--- src/rtl/latch_bank_pkg.sv ---
// latch_bank_pkg: shared types and constants for the latch_bank_hold block.
// Provides the controller state encoding and the mode encodings.
package latch_bank_pkg;

    // Controller states of the sample/hold front end.
    typedef enum logic [1:0] {
        ST_IDLE  = 2'd0,
        ST_TRACK = 2'd1,
        ST_HOLD  = 2'd2
    } state_t;

    // Values carried on the mode input.
    localparam logic MODE_TRACK = 1'b0;
    localparam logic MODE_SNAP  = 1'b1;

endpackage

--- src/rtl/latch_bank_chan.sv ---
// latch_bank_chan: one WIDTH-bit held word plus its valid flag.
// Ports: clock, clear_n (async low reset), clr (sync clear), load, d_i -> q_i, valid_i.
module latch_bank_chan
    import latch_bank_pkg::*;
#(
    parameter int WIDTH = 8
) (
    input  logic             clock,
    input  logic             clear_n,
    input  logic             clr,
    input  logic             load,
    input  logic [WIDTH-1:0] d_i,
    output logic [WIDTH-1:0] q_i,
    output logic             valid_i
);

    // clr has priority over load, so a clear on a load edge leaves the
    // channel empty.
    always_ff @(posedge clock or negedge clear_n) begin
        if (!clear_n) begin
            q_i     <= '0;
            valid_i <= 1'b0;
        end else if (clr) begin
            q_i     <= '0;
            valid_i <= 1'b0;
        end else if (load) begin
            q_i     <= d_i;
            valid_i <= 1'b1;
        end
    end

endmodule

--- src/rtl/latch_bank_hold.sv ---
// latch_bank_hold: CHANNELS x WIDTH sample/hold bank with TRACK and SNAP modes.
// Ports: clock, clear_n, mode, clr, cap_req, en, d -> q, valid, busy, done.
module latch_bank_hold
    import latch_bank_pkg::*;
#(
    parameter int CHANNELS    = 4,
    parameter int WIDTH       = 8,
    parameter int HOLD_CYCLES = 3
) (
    input  logic                      clock,
    input  logic                      clear_n,
    input  logic                      mode,
    input  logic                      clr,
    input  logic                      cap_req,
    input  logic [CHANNELS-1:0]       en,
    input  logic [CHANNELS*WIDTH-1:0] d,
    output logic [CHANNELS*WIDTH-1:0] q,
    output logic [CHANNELS-1:0]       valid,
    output logic                      busy,
    output logic                      done
);

    localparam int CW = $clog2(HOLD_CYCLES + 1);

    // Counter value loaded on the capture edge; the hold ends on the
    // edge that sees zero, giving HOLD_CYCLES busy cycles.
    localparam logic [CW-1:0] CNT_LOAD = CW'(HOLD_CYCLES - 1);

    state_t        state;
    state_t        state_nx;
    logic [CW-1:0] cnt;
    logic [CW-1:0] cnt_nx;
    logic          busy_nx;
    logic          done_nx;
    logic          load_strobe;

    // State, counter and the registered status outputs.
    always_ff @(posedge clock or negedge clear_n) begin
        if (!clear_n) begin
            state <= ST_IDLE;
            cnt   <= '0;
            busy  <= 1'b0;
            done  <= 1'b0;
        end else begin
            state <= state_nx;
            cnt   <= cnt_nx;
            busy  <= busy_nx;
            done  <= done_nx;
        end
    end

    // Next state and hold counter.
    always_comb begin
        state_nx = state;
        cnt_nx   = cnt;
        if (clr) begin
            state_nx = (mode == MODE_SNAP) ? ST_IDLE : ST_TRACK;
            cnt_nx   = '0;
        end else begin
            case (state)
                ST_HOLD: begin
                    // mode is not looked at here: a mode change only
                    // lands once the hold has returned to IDLE.
                    if (cnt == '0) begin
                        state_nx = ST_IDLE;
                    end else begin
                        cnt_nx = cnt - 1'b1;
                    end
                end
                ST_IDLE, ST_TRACK: begin
                    if (mode == MODE_SNAP && cap_req) begin
                        state_nx = ST_HOLD;
                        cnt_nx   = CNT_LOAD;
                    end else if (mode == MODE_TRACK) begin
                        state_nx = ST_TRACK;
                    end else begin
                        state_nx = ST_IDLE;
                    end
                end
                default: begin
                    state_nx = ST_IDLE;
                    cnt_nx   = '0;
                end
            endcase
        end
    end

    // Load strobe for the channels and next values of busy/done.
    always_comb begin
        load_strobe = 1'b0;
        busy_nx     = 1'b0;
        done_nx     = 1'b0;
        if (!clr) begin
            case (state)
                ST_HOLD: begin
                    if (cnt == '0) begin
                        done_nx = 1'b1;
                    end else begin
                        busy_nx = 1'b1;
                    end
                end
                ST_IDLE, ST_TRACK: begin
                    if (mode == MODE_TRACK) begin
                        load_strobe = 1'b1;
                    end else if (cap_req) begin
                        load_strobe = 1'b1;
                        busy_nx     = 1'b1;
                    end
                end
                default: begin
                    load_strobe = 1'b0;
                end
            endcase
        end
    end

    for (genvar i = 0; i < CHANNELS; i++) begin : g_chan
        latch_bank_chan #(
            .WIDTH(WIDTH)
        ) u_chan (
            .clock  (clock),
            .clear_n(clear_n),
            .clr    (clr),
            .load   (en[i] & load_strobe),
            .d_i    (d[i*WIDTH +: WIDTH]),
            .q_i    (q[i*WIDTH +: WIDTH]),
            .valid_i(valid[i])
        );
    end

endmodule

--- config.mk ---
export PLATFORM = sky130hd
export DESIGN_NAME = latch_bank_hold
export DESIGN_NICKNAME = d
export VERILOG_FILES = /design/src/rtl/latch_bank_pkg.sv /design/src/rtl/latch_bank_chan.sv /design/src/rtl/latch_bank_hold.sv
export SDC_FILE = /design/constraint.sdc
export NUM_CORES = 1
export LEC_CHECK = 0
export ABC_AREA = 0
export CORE_MARGIN = 10
export CORE_UTILIZATION = 49
export CTS_BUF_LIST = sky130_fd_sc_hd__clkbuf_2
export DETAILED_ROUTE_END_ITERATION = 12
export HOLD_SLACK_MARGIN = 0.03
export PLACE_DENSITY = 0.94
export SLEW_MARGIN = 20
export SYNTH_ARGS = -nofsm -noshare
export SYNTH_HDL_FRONTEND = slang
export SYNTH_SLANG_ARGS = --single-unit
--- constraint.sdc ---
create_clock -name clock -period 3.1 [get_ports clock]
set_clock_uncertainty 0.2 [all_clocks]
set_input_delay 0.31 -clock clock [delete_from_list [all_inputs] [get_ports clock]]
set_output_delay 0.31 -clock clock [all_outputs]
set_load 0.01 [all_outputs]
* Word-level counts from Yosys, hierarchy flattened
Cells that the tools add are included.
Cells by class: $add $sub $neg 1, eq/ne operators 5, muxes and demuxes 36, bitwise operators 4, reductions and logical operators 9
Operators by type and width (count):
- 8-bit two-way mux | 8
- 1-bit two-way mux | 19
- 2-bit two-way mux | 6
- 3-bit inequality test (second input constant) | 3
- 2-bit case mux with 2 select lines | 2
- 2-bit nonzero test | 4
- 1-bit bitwise AND | 4
- 2-bit zero test | 2
- 2-bit by 1-bit == test with 1-bit output (second input constant) | 1
- 2-bit == test (second input constant) | 1
- 1-bit case mux with 2 select lines | 1
- 2-bit AND reduction | 1
- 2-bit OR reduction | 1
- 2-bit by 1-bit subtractor with 2-bit output (second input constant) | 1
- 1-bit logical AND | 1
Storage, ports and cells: register bits after elaboration 42, input port bits 41, output and inout bits 38, logic and storage cells 67

* Logic depth before layout (Yosys ltp)
word-level depth 7, mapped depth 5, mapped depth without buffers 5

* Modules after synthesis
From an unflattened synthesis, not the netlist that was laid out.
Second synthesis, totals: cells, all modules 149, area, all modules 1752.9 µm²
By module, submodules not included:
- latch_bank_chan | times used 4, cells each 29, area an instance 357.8 µm², sequential area each 225.2 µm²
- latch_bank_hold | times used 1, cells each 33, area an instance 321.6 µm², sequential area each 150.1 µm²

* Least setup slack after synthesis
OpenSTA, ideal clock, no wires.
path type reg-to-reg, start reg state[1], end reg g_chan[0].u_chan.q_i[0], setup time 125 ps, data arrival time 1129 ps, required time 2775 ps, path slack 1646 ps, cell stages (with the launch flop) 5, path buffers 1, path through dfrtp_1 nor2_2 and3_1 buf_6 mux2_4
Between the ends: longest elaborated chain between the ends 6, elaborated cells on any way between the ends 7, classes of those cells eq/ne (1); mux (2); bitwise (1); reduce/logical (3)
Ends and longest elaborated chain:
- from (decl) | line latch_bank_hold.sv:29 | state_t state;
- from (signal assigned) | line latch_bank_hold.sv:45 | state <= state_nx;
- 2-bit by 1-bit == test with 1-bit output / 2-bit zero test (equally long branches) | line latch_bank_hold.sv:94 | case (state)
- 2-bit OR reduction (*) | line latch_bank_hold.sv:94
- 1-bit two-way mux (*) | line latch_bank_hold.sv:94
- 1-bit two-way mux (*) | line latch_bank_hold.sv:93 | if (!clr) begin
- 1-bit bitwise AND (*) | line latch_bank_hold.sv:124 | .load (en[i] & load_strobe),
- 2-bit nonzero test (no source line) (*)
- to (signal assigned) | line latch_bank_chan.sv:27 | q_i <= d_i;
- to (decl) | line latch_bank_chan.sv:13 | output logic [WIDTH-1:0] q_i,
Mark *: on every way between the ends. The rest lies on a longest branch, timed or not. A chain may end at the register's enable or synchronous reset.

* Final worst setup path
start reg g_chan[2].u_chan.q_i[6], end out q[22]
RTL lines:
- from (decl) | line latch_bank_chan.sv:13
- from (signal assigned) | line latch_bank_chan.sv:27
- to (decl) | line latch_bank_hold.sv:17 | output logic [CHANNELS*WIDTH-1:0] q,
No word-level cell between the ends.

==> flow_summary.yaml <==
final_layout:
  drive_above_1_share_pct: 21.43
  mostFrequentLayoutCells: "77 x clkdlybuf4s50_1, 42 x dfrtp_1, 32 x mux2_4, 18 x and2b_1, 15 x nor2b_1"
  nNetsFinal: 265
  area_growth_pct: 40.32
  final_cells: 274
  final_area_sq_mm: 0.002865
  multi_input_area_sq_um: 878.3
  fillers: 308
  seqCellArea_sq_mm: 0.001051
  antenna_cells: 0
  final_util_pct: 71.12
  final_common_cell: "clkdlybuf4s50_1"
setup_path:
  worstReg2RegStart: "state[1]$_DFFE_PN0P_"
  cp_top_family: "buffers and inverters"
  start_kind: "flip-flop"
  crit_type: "flip-flop to output port"
  cp_num_buf_inv: 1
  crit_end: "q[22]"
  cpMaxStageDelayCell: "clkdlybuf4s50_1"
  crit_required_ns: 2.59
  path_depth: 1
  cp_max_fo: 2
  rrSetupSlack_ns: 1.23
  reg2reg_depth: 3
  path_cells: "clkdlybuf4s50_1"
  setup.worst_path.start: "g_chan[2].u_chan.q_i[6]$_DFFE_PN0P_"
  slowest_delay_ns: 0.58
  timing.rr.end: "g_chan[3].u_chan.q_i[7]$_DFFE_PN0P_"
  arrival_ns: 1.39
  endpoint_kind: "output port"
cts:
  clock_sinks: 42
  cts.reportedPaths.clkPinSlew_ns: 0.23
  cts_tree: "yes"
  clock_path_buffers: 2
  cts-htree-levels: 2
  cts_setup_buffers: 0
  clk_root_buffer_cell: "clkbuf_2"
  worstSkewPairLatency_ns: 0.38
  cts_buffers: 5
place:
  place_inst: 265
  io_buffers: 78
  dpl_cell_area_sq_mm: 0.002790
  post-place-ws_ns: 0.8744
  post-dp-hpwl_um: 3658
  gp_congestion: 0.7516
sta:
  fin_ws_ns: 1.204
  holdWs_ns: 0.3004
  period_needed_ns: 1.896
  slew_headroom_pct: 39.70
  setup_viol_count_final: 0
  rsz0062_at_grt: "no"
  tns_ns: 0
  finalHoldViolCount: 0
  final-max-slew-violation-count: 0
  fmax_ghz: 0.5275
  tightest_slew_ns: 0.9045
  fin_crit_sh_pct: 61.15
floorplan:
  ios: 79
  start_util_pct: 50.68
  fp.coreArea_sq_mm: 0.004029
  die_h_um: 84.56
  die-area_sq_mm: 0.007150
  std_cell_rows: 23
  die_w_um: 84.56
logic_synthesis:
  netlist_area_sq_mm: 0.002042
  synth_edf_count: 0
  yosysTopAreaCell: "dfrtp_1"
  synth_top_area_share_pct: 51.47
  ys_warn_count: 0
  syn-num-nets: 190
  synth.area.top_cells: "dfrtp_1 51%, mux2_4 24%, and2b_1 6.6%"
  yosysSeqAreaShare_pct: 51.47
  synthFlopType: "dfrtp_1"
  synthCells: 148
  ys_ff_latch: 42
  synthArstFlopShare_pct: 100.0
  synthDistinctLibCells: 22
  avgSynthCellArea_sq_um: 13.80
power:
  vdd_drop_max_mv: 0.2319
  p_leak_nw: 1.366
  power_mw: 1.182
  power_density_mw_per_mm2: 412.5
run:
  max-cap-violations: 0
detailed_routing:
  dr.pass1.iters: 4
  antenna_left: 0
  vias: 1353
  drc: 0
  avgViaCountPerCell: 4.938
  drtIter0Drc: 33
  routed_wl_um: 4809
  wl_per_cell_um: 17.55
global_routing:
  grt_pass1_wl_um: 7879
  antenna_found_initial: 0
  track_usage_pct: 13.49
  grt_pass1_vias: 1554
  grt_max_degree: 43
  gr-total-overflow: 0
outcome:
  outcome: "completed"
min_path:
  hold_class: "primary input to flip-flop"
## how the worst min path moves through the flow
stage	from	endpoint	slack (ns)	cells after the start
3_5_place_dp	g_chan[2].u_chan.valid_i$_DFFE_PN0P_	g_chan[2].u_chan.valid_i$_DFFE_PN0P_	0.28	1
2_1_floorplan	clear_n	busy$_DFF_PN0_	-0.19	0
4_1_cts	d[21]	g_chan[2].u_chan.q_i[5]$_DFFE_PN0P_	0.28	2
6_report	d[21]	g_chan[2].u_chan.q_i[5]$_DFFE_PN0P_	0.30	2
3_3_place_gp	g_chan[3].u_chan.valid_i$_DFFE_PN0P_	g_chan[3].u_chan.valid_i$_DFFE_PN0P_	0.27	1
5_1_grt	d[0]	g_chan[0].u_chan.q_i[0]$_DFFE_PN0P_	0.25	2
## area by class of cell
type	instances	share of cell area [%]
sequential	42	36.68
tap	50	2.183
clock buffer	5	0.8734
clock inverter	3	1.397
timing repair buffer	80	27.69
inverter	4	0.5240
multi-input combinational	90	30.65
## state kept, by name (all words and copies together) (netlist names)
register,flops
busy,1
cnt,2
done,1
g_chan.u_chan.q_i,32
g_chan.u_chan.valid_i,4
state,2
## Yosys cell counts, types with 2 or more instances
master and instances:
buf_2 3, dfrtp_1 42, a21o_2 4, o21ai_0 2, inv_1 4, mux2_4 32, and2b_1 18, and3_1 5
nor2b_1 15, buf_6 4, nor2_1 2, buf_4 5, a21oi_1 3
## report_power, final
part	switching [mW]	leakage, nW	total (mW)	internal, mW
Combinational	0.0944	0.764	0.266	0.172
Sequential	0.0197	0.559	0.605	0.586
Clock	0.177	0.0427	0.311	0.134
## routing by layer
layer	wire length, um	track usage [%]	up-vias
met5	0	0	-
met2	2370	23.13	58
met3	505	7.343	6
met4	58	3.293	0
li1	-	-	638
met1	1875	14.11	651
## timing repair
item | CTS | global route
endpoints found under the setup margin | 0 | 0
hold buffers | 1 | 0
resized for setup | 0 | 0
hold endpoints to repair | 42 | 0
## cells by family (layout without fill, tap and decap cells)
logic type | count (synthesis) | after routing | share of synthesized area, %
AND/OR/NAND/NOR | 46 | 46 | 15.20
flip-flops | 42 | 42 | 51.47
multiplexers | 32 | 32 | 23.53
buffers and inverters | 16 | 92 | 5.514
AO/OA/AOI/OAI | 10 | 10 | 3.247
adder cells (fa/ha/maj) | 1 | 1 | 0.6126
XOR/XNOR | 1 | 1 | 0.4290
(Power assumes the default switching activity.)
